**config.mk**
```make
export PLATFORM = sky130hd
export DESIGN_NAME = div_share_arbiter
export DESIGN_NICKNAME = d
export VERILOG_FILES = /design/src/rtl/div_share_arbiter.sv
export SDC_FILE = /design/constraint.sdc
export NUM_CORES = 1
export LEC_CHECK = 0
export CAP_MARGIN = 10
export CORE_AREA = 10 10 147 149
export CTS_CLUSTER_DIAMETER = 100
export DETAILED_ROUTE_END_ITERATION = 7
export DIE_AREA = 0 0 157 159
export PLACE_DENSITY = 0.83
export REMOVE_ABC_BUFFERS = 1
export SLEW_MARGIN = 5
export SYNTH_ARGS = -nofsm -noshare
export SYNTH_HDL_FRONTEND = slang
export SYNTH_SLANG_ARGS = --single-unit
```
**constraint.sdc**
```tcl
create_clock -name clk -period 5.3 [get_ports clk]
set_input_delay 1.06 -clock clk [delete_from_list [all_inputs] [get_ports clk]]
set_output_delay 1.06 -clock clk [all_outputs]
set_load 0.02 [all_outputs]
```
**src/rtl/div_share_arbiter.sv**
```systemverilog
// rtl/div_share_arbiter.sv - round-robin sharing of one iterative Q16.16 divider among NUM_REQ requesters
//
// Optional feature macro: DIV_SHARE_ARBITER_TIMEOUT_EN (WAIT watchdog of TIMEOUT_CYCLES cycles).
//
// Ports:
//   clk, rst_n                       clock, synchronous active-low reset
//   req_valid / req_ready            per-requester handshake; ready is one-hot or zero, IDLE only
//   req_num / req_den                flattened operands, requester i at [i*DATA_W +: DATA_W]
//   resp_valid                       one-cycle response pulse to the owning requester
//   resp_quot, resp_dz, resp_timeout shared response payload, qualified by resp_valid
//   div_start, div_num, div_den      issue interface to the shared divider
//   div_finished, div_quot           completion interface from the shared divider
module div_share_arbiter #(
    parameter int NUM_REQ        = 4,
    parameter int DATA_W         = 32,
    parameter int TIMEOUT_CYCLES = 64
) (
    input  logic                      clk,
    input  logic                      rst_n,
    input  logic [NUM_REQ-1:0]        req_valid,
    output logic [NUM_REQ-1:0]        req_ready,
    input  logic [NUM_REQ*DATA_W-1:0] req_num,
    input  logic [NUM_REQ*DATA_W-1:0] req_den,
    output logic [NUM_REQ-1:0]        resp_valid,
    output logic [DATA_W-1:0]         resp_quot,
    output logic                      resp_dz,
    output logic                      resp_timeout,
    output logic                      div_start,
    output logic [DATA_W-1:0]         div_num,
    output logic [DATA_W-1:0]         div_den,
    input  logic                      div_finished,
    input  logic [DATA_W-1:0]         div_quot
);

    localparam int IDX_W  = (NUM_REQ > 1) ? $clog2(NUM_REQ) : 1;
    localparam int CAND_W = IDX_W + 1;

    if (NUM_REQ < 2 || NUM_REQ > 8 || TIMEOUT_CYCLES < 1) begin : gBadParams
        $error("div_share_arbiter: unsupported parameter set");
    end

    typedef enum logic [1:0] {
        IDLE  = 2'd0,
        START = 2'd1,
        WAIT  = 2'd2,
        RESP  = 2'd3
    } stateType;

    stateType          state;
    stateType          stateNext;

    logic [IDX_W-1:0]  rrPtr;
    logic [IDX_W-1:0]  grant;
    logic [IDX_W-1:0]  winIdx;
    logic              winFound;
    logic [CAND_W-1:0] cand;
    logic [DATA_W-1:0] winNum;
    logic [DATA_W-1:0] winDen;
    logic              winDenZero;

    logic [DATA_W-1:0] numQ;
    logic [DATA_W-1:0] denQ;
    logic [DATA_W-1:0] quotQ;
    logic              dzQ;
    logic              timeoutQ;
    logic              timeoutHit;

    // Round-robin search starting at rrPtr; cand is one bit wider so the
    // wrap can be done with a single conditional subtract.
    always_comb begin
        winFound = 1'b0;
        winIdx   = '0;
        cand     = '0;
        for (int k = 0; k < NUM_REQ; k++) begin
            cand = {1'b0, rrPtr} + CAND_W'(k);
            if (cand >= CAND_W'(NUM_REQ)) begin
                cand = cand - CAND_W'(NUM_REQ);
            end
            if (!winFound && req_valid[cand[IDX_W-1:0]]) begin
                winFound = 1'b1;
                winIdx   = cand[IDX_W-1:0];
            end
        end
    end

    assign winNum     = req_num[int'(winIdx)*DATA_W +: DATA_W];
    assign winDen     = req_den[int'(winIdx)*DATA_W +: DATA_W];
    assign winDenZero = (winDen == '0);

`ifdef DIV_SHARE_ARBITER_TIMEOUT_EN
    localparam int CNT_W = $clog2(TIMEOUT_CYCLES + 1);

    logic [CNT_W-1:0] waitCnt;

    // Counter is zero on the first WAIT cycle, so expiry on count
    // TIMEOUT_CYCLES-1 places the response TIMEOUT_CYCLES cycles after entry.
    always_ff @(posedge clk) begin
        if (!rst_n || state != WAIT) begin
            waitCnt <= '0;
        end else begin
            waitCnt <= waitCnt + CNT_W'(1);
        end
    end

    // A completion in the expiry cycle takes precedence over the abort.
    assign timeoutHit = (state == WAIT) && !div_finished &&
                        (waitCnt == CNT_W'(TIMEOUT_CYCLES - 1));

    always_ff @(posedge clk) begin
        if (!rst_n) begin
            timeoutQ <= 1'b0;
        end else if (state == IDLE && winFound) begin
            timeoutQ <= 1'b0;
        end else if (timeoutHit) begin
            timeoutQ <= 1'b1;
        end
    end
`else
    assign timeoutHit = 1'b0;
    assign timeoutQ   = 1'b0;
`endif

    always_ff @(posedge clk) begin
        if (!rst_n) begin
            state <= IDLE;
        end else begin
            state <= stateNext;
        end
    end

    always_comb begin
        stateNext = state;
        unique case (state)
            IDLE: begin
                if (winFound) begin
                    stateNext = winDenZero ? RESP : START;
                end
            end
            START:   stateNext = WAIT;
            WAIT: begin
                if (div_finished || timeoutHit) begin
                    stateNext = RESP;
                end
            end
            RESP:    stateNext = IDLE;
            default: stateNext = IDLE;
        endcase
    end

    // Combinational outputs are forced low while reset is held so that a
    // requester holding req_valid through reset never sees a ready.
    always_comb begin
        req_ready    = '0;
        resp_valid   = '0;
        div_start    = 1'b0;
        resp_dz      = 1'b0;
        resp_timeout = 1'b0;
        if (rst_n) begin
            case (state)
                IDLE: begin
                    if (winFound) begin
                        req_ready = NUM_REQ'(1) << winIdx;
                    end
                end
                START: div_start = 1'b1;
                RESP: begin
                    resp_valid   = NUM_REQ'(1) << grant;
                    resp_dz      = dzQ;
                    resp_timeout = timeoutQ;
                end
                default: ;
            endcase
        end
    end

    always_ff @(posedge clk) begin
        if (!rst_n) begin
            rrPtr <= '0;
            grant <= '0;
            numQ  <= '0;
            denQ  <= '0;
            quotQ <= '0;
            dzQ   <= 1'b0;
        end else begin
            case (state)
                IDLE: begin
                    if (winFound) begin
                        grant <= winIdx;
                        numQ  <= winNum;
                        denQ  <= winDen;
                        dzQ   <= winDenZero;
                        // Divide-by-zero saturates toward the numerator's sign.
                        if (winDenZero) begin
                            quotQ <= winNum[DATA_W-1] ? {1'b1, {(DATA_W-1){1'b0}}}
                                                      : {1'b0, {(DATA_W-1){1'b1}}};
                        end
                    end
                end
                WAIT: begin
                    if (div_finished) begin
                        quotQ <= div_quot;
                    end else if (timeoutHit) begin
                        quotQ <= '0;
                    end
                end
                RESP: begin
                    rrPtr <= (grant == IDX_W'(NUM_REQ - 1)) ? '0 : grant + IDX_W'(1);
                end
                default: ;
            endcase
        end
    end

    assign resp_quot = quotQ;
    assign div_num   = numQ;
    assign div_den   = denQ;

endmodule

```
==> reports/metrics.cfg <==
[critical_path]
ff2ff_setup_slack_ns = 1.46
critPathMaxStageDelay_ns = 0.70
path_class = primary input to output pin
crit_arrival_ns = 4.04
cp_cell_sequence = clkdlybuf4s50_1 -> nor2b_1 -> o21bai_4 -> nand2_2 -> nor3_1 -> clkdlybuf4s50_1
crit_fanout = 34
cp-end-kind = output pin
cp.required_ns = 4.24
crit_slowest_cell = clkdlybuf4s50_1
path_common_cell = clkdlybuf4s50_1
start_kind = primary input

[timing]
skew_ns = 0.01147
rsz0062_at_grt = false
max_freq_ghz = 0.1959
slew-limit-headroom_pct = 31.13
holdWs_ns = 0.4557
drv_slew = 0
finalHoldViolCount = 0
setup_viol = 0
period_minus_slack_ns = 5.104
period_share_pct = 96.31
tightestPinTransition_ns = 1.027

[run]
maxCapViolations = 0

[cts]
cts_resized = 0
clock-sinks = 103
cts.path.max_buffers = 2
cts_buffers = 9
root_buffer = clkbuf_16
clkTransAtPathRegs_ns = 0.07
cts_setup_buffers = 0
cts_tree = built
htreeDepth = 3
clk_latency_ns = 0.36
cts_hold_buf = 0

[global_routing]
grt_pass1_vias = 9545
grt_usage_pct = 27.35
grt_pass1_wl_mm = 54.94
grt_overflow = 0
grt_max_degree = 68
antenna_found_initial = 10

[die]
die_h_um = 159
die_x_um = 157
dieArea_um2 = 24960
start_util_pct = 41.01
core_um2 = 18580
rows = 50
ios = 402

[synthesis]
yosysTopAreaCell = dfxtp_1
ys_ff_latch = 103
synthTopCellsByArea = dfxtp_1 27%, nand2_1 10%, nand3_1 9.4%
syn_area_um2 = 7620
synth_cell_type_count = 47
seq_area_frac_synth_pct = 27.06
synthCells = 1063
syn_area_per_cell_um2 = 7.168
synthArstFlopShare_pct = 0
netlist.area_leader.share_pct = 27.06
synth_top_flop_cell = dfxtp_1
yosysWarnings = 0
synth-edff-count = 0

[routing]
wl_mm = 36.61
routed-via-count = 9796
wl_per_cell_um = 22.59
drt_iter0_drc = 699
detail-route-antenna-nets = 0
drc_errors = 0
first_pass_iters = 5
via_per_inst = 6.043

[placement]
placed_area_um2 = 11700
dp.final_hpwl_mm = 26.92
numPortBuffers = 400
gp_congestion = 0.8703

[pwr]
power_density_nw_per_um2 = 254.5
leakage_nw = 4.343
peakVddDrop_mv = 0.1553

[final_layout]
layout.nets = 1677
drive_gt1_share_pct = 6.749
area_delta_synth_final_pct = 57.60
mostFrequentLayoutCells = 400 x clkdlybuf4s50_1, 201 x nand2_1, 143 x nand3_1
finalInstanceArea_um2 = 12010
layout_commonest_cell = clkdlybuf4s50_1

[min_path]
hold_path_class = register to register

[outcome]
status = completed

## cells in the mapped netlist, types with 2 or more instances
cell type	instances
o211ai_1	31
o2111ai_1	31
buf_2	8
o32a_1	8
nor3_1	5
clkbuf_1	102
nand2_1	203
nor2b_1	6
and3_1	22
and4_1	2
a21bo_2	24
a32oi_1	24
a221o_1	8
mux2i_1	34
nand4_1	2
buf_1	12
nor3b_1	32
nand3_1	143
nor4_2	2
buf_4	9
a22oi_1	31
a21boi_0	8
a31oi_1	33
nor4_1	38
and2_1	4
a221oi_1	25
dfxtp_1	103
ha_1	9
nor2_1	41
o21ai_0	3
inv_1	6
a21oi_1	39
## through the flow
step | cells | util [%] | power, mW | TNS, ns | worst slack (ns)
6_report | 1621 | 64.63 | 3.056 | 0 | 0.1956
5_1_grt | 1620 | 64.62 | 3.207 | 0 | 0.02462
4_1_cts | 1612 | 64.51 | 3.055 | 0 | 0.2664
3_5_place_dp | 1596 | 62.95 | 2.380 | 0 | 0.2638
3_3_place_gp | 1596 | 62.95 | 2.359 | 0 | 0.3014
2_1_floorplan | 931 | - | 1.689 | -177.22 | -3.269
## sequential cells by signal (all words and copies together), names as in the netlist
signal	cells
div_den	32
state	2
dzQ	1
resp_quot	32
grant	2
rrPtr	2
div_num	32
## kinds of logic (layout without fill, tap and decap cells)
family,count (synthesis),count (layout),synth area share [%]
adder cells (fa/ha/maj),9,9,1.478
buffers and inverters,139,454,7.520
other,1,10,0.04921
AND/OR/NAND/NOR,504,504,31.79
AO/OA/AOI/OAI,273,273,27.64
multiplexers,34,34,4.466
flip-flops,103,103,27.06
## power breakdown
| group | total (mW) | internal (mW) | switching (mW) |
|---|---|---|---|
| registers | 0.944 | 0.880 | 0.0635 |
| logic | 1.43 | 0.645 | 0.785 |
| clock network | 0.682 | 0.340 | 0.343 |
| total | 3.06 | 1.86 | 1.19 |
## worst paths after layout
path                start            end  depth (start not counted)
max          req_valid[0]   req_ready[2]                          6
min           div_num[27]    div_num[27]                          2
max reg2reg      rrPtr[1]  resp_quot[13]                          9
min reg2reg   div_num[27]    div_num[27]                          2
## area by class of cell
type | instances | area (um^2)
fillers | 1608 | 6571
multi-input cells | 821 | 5051
repair buffers | 431 | 4262
flip-flops and latches | 103 | 2063
well taps | 234 | 292.8
clock buffers | 10 | 239.0
clock inverters | 6 | 51.30
inverters | 7 | 27.53
diodes | 9 | 22.52
## critical path, delay by kind of cell
kind	cells	cell delay, ns
buf+inv	2	1.22
simple gates	3	1.07
compound gates	1	0.67
## routing by layer
metal	GRT usage (%)	routed length (um)
met4	14.68	1632
met1	30.58	13820
met2	45.14	17640
met3	8.581	3508
met5	0	13
Power figures use the tool's default switching activity.
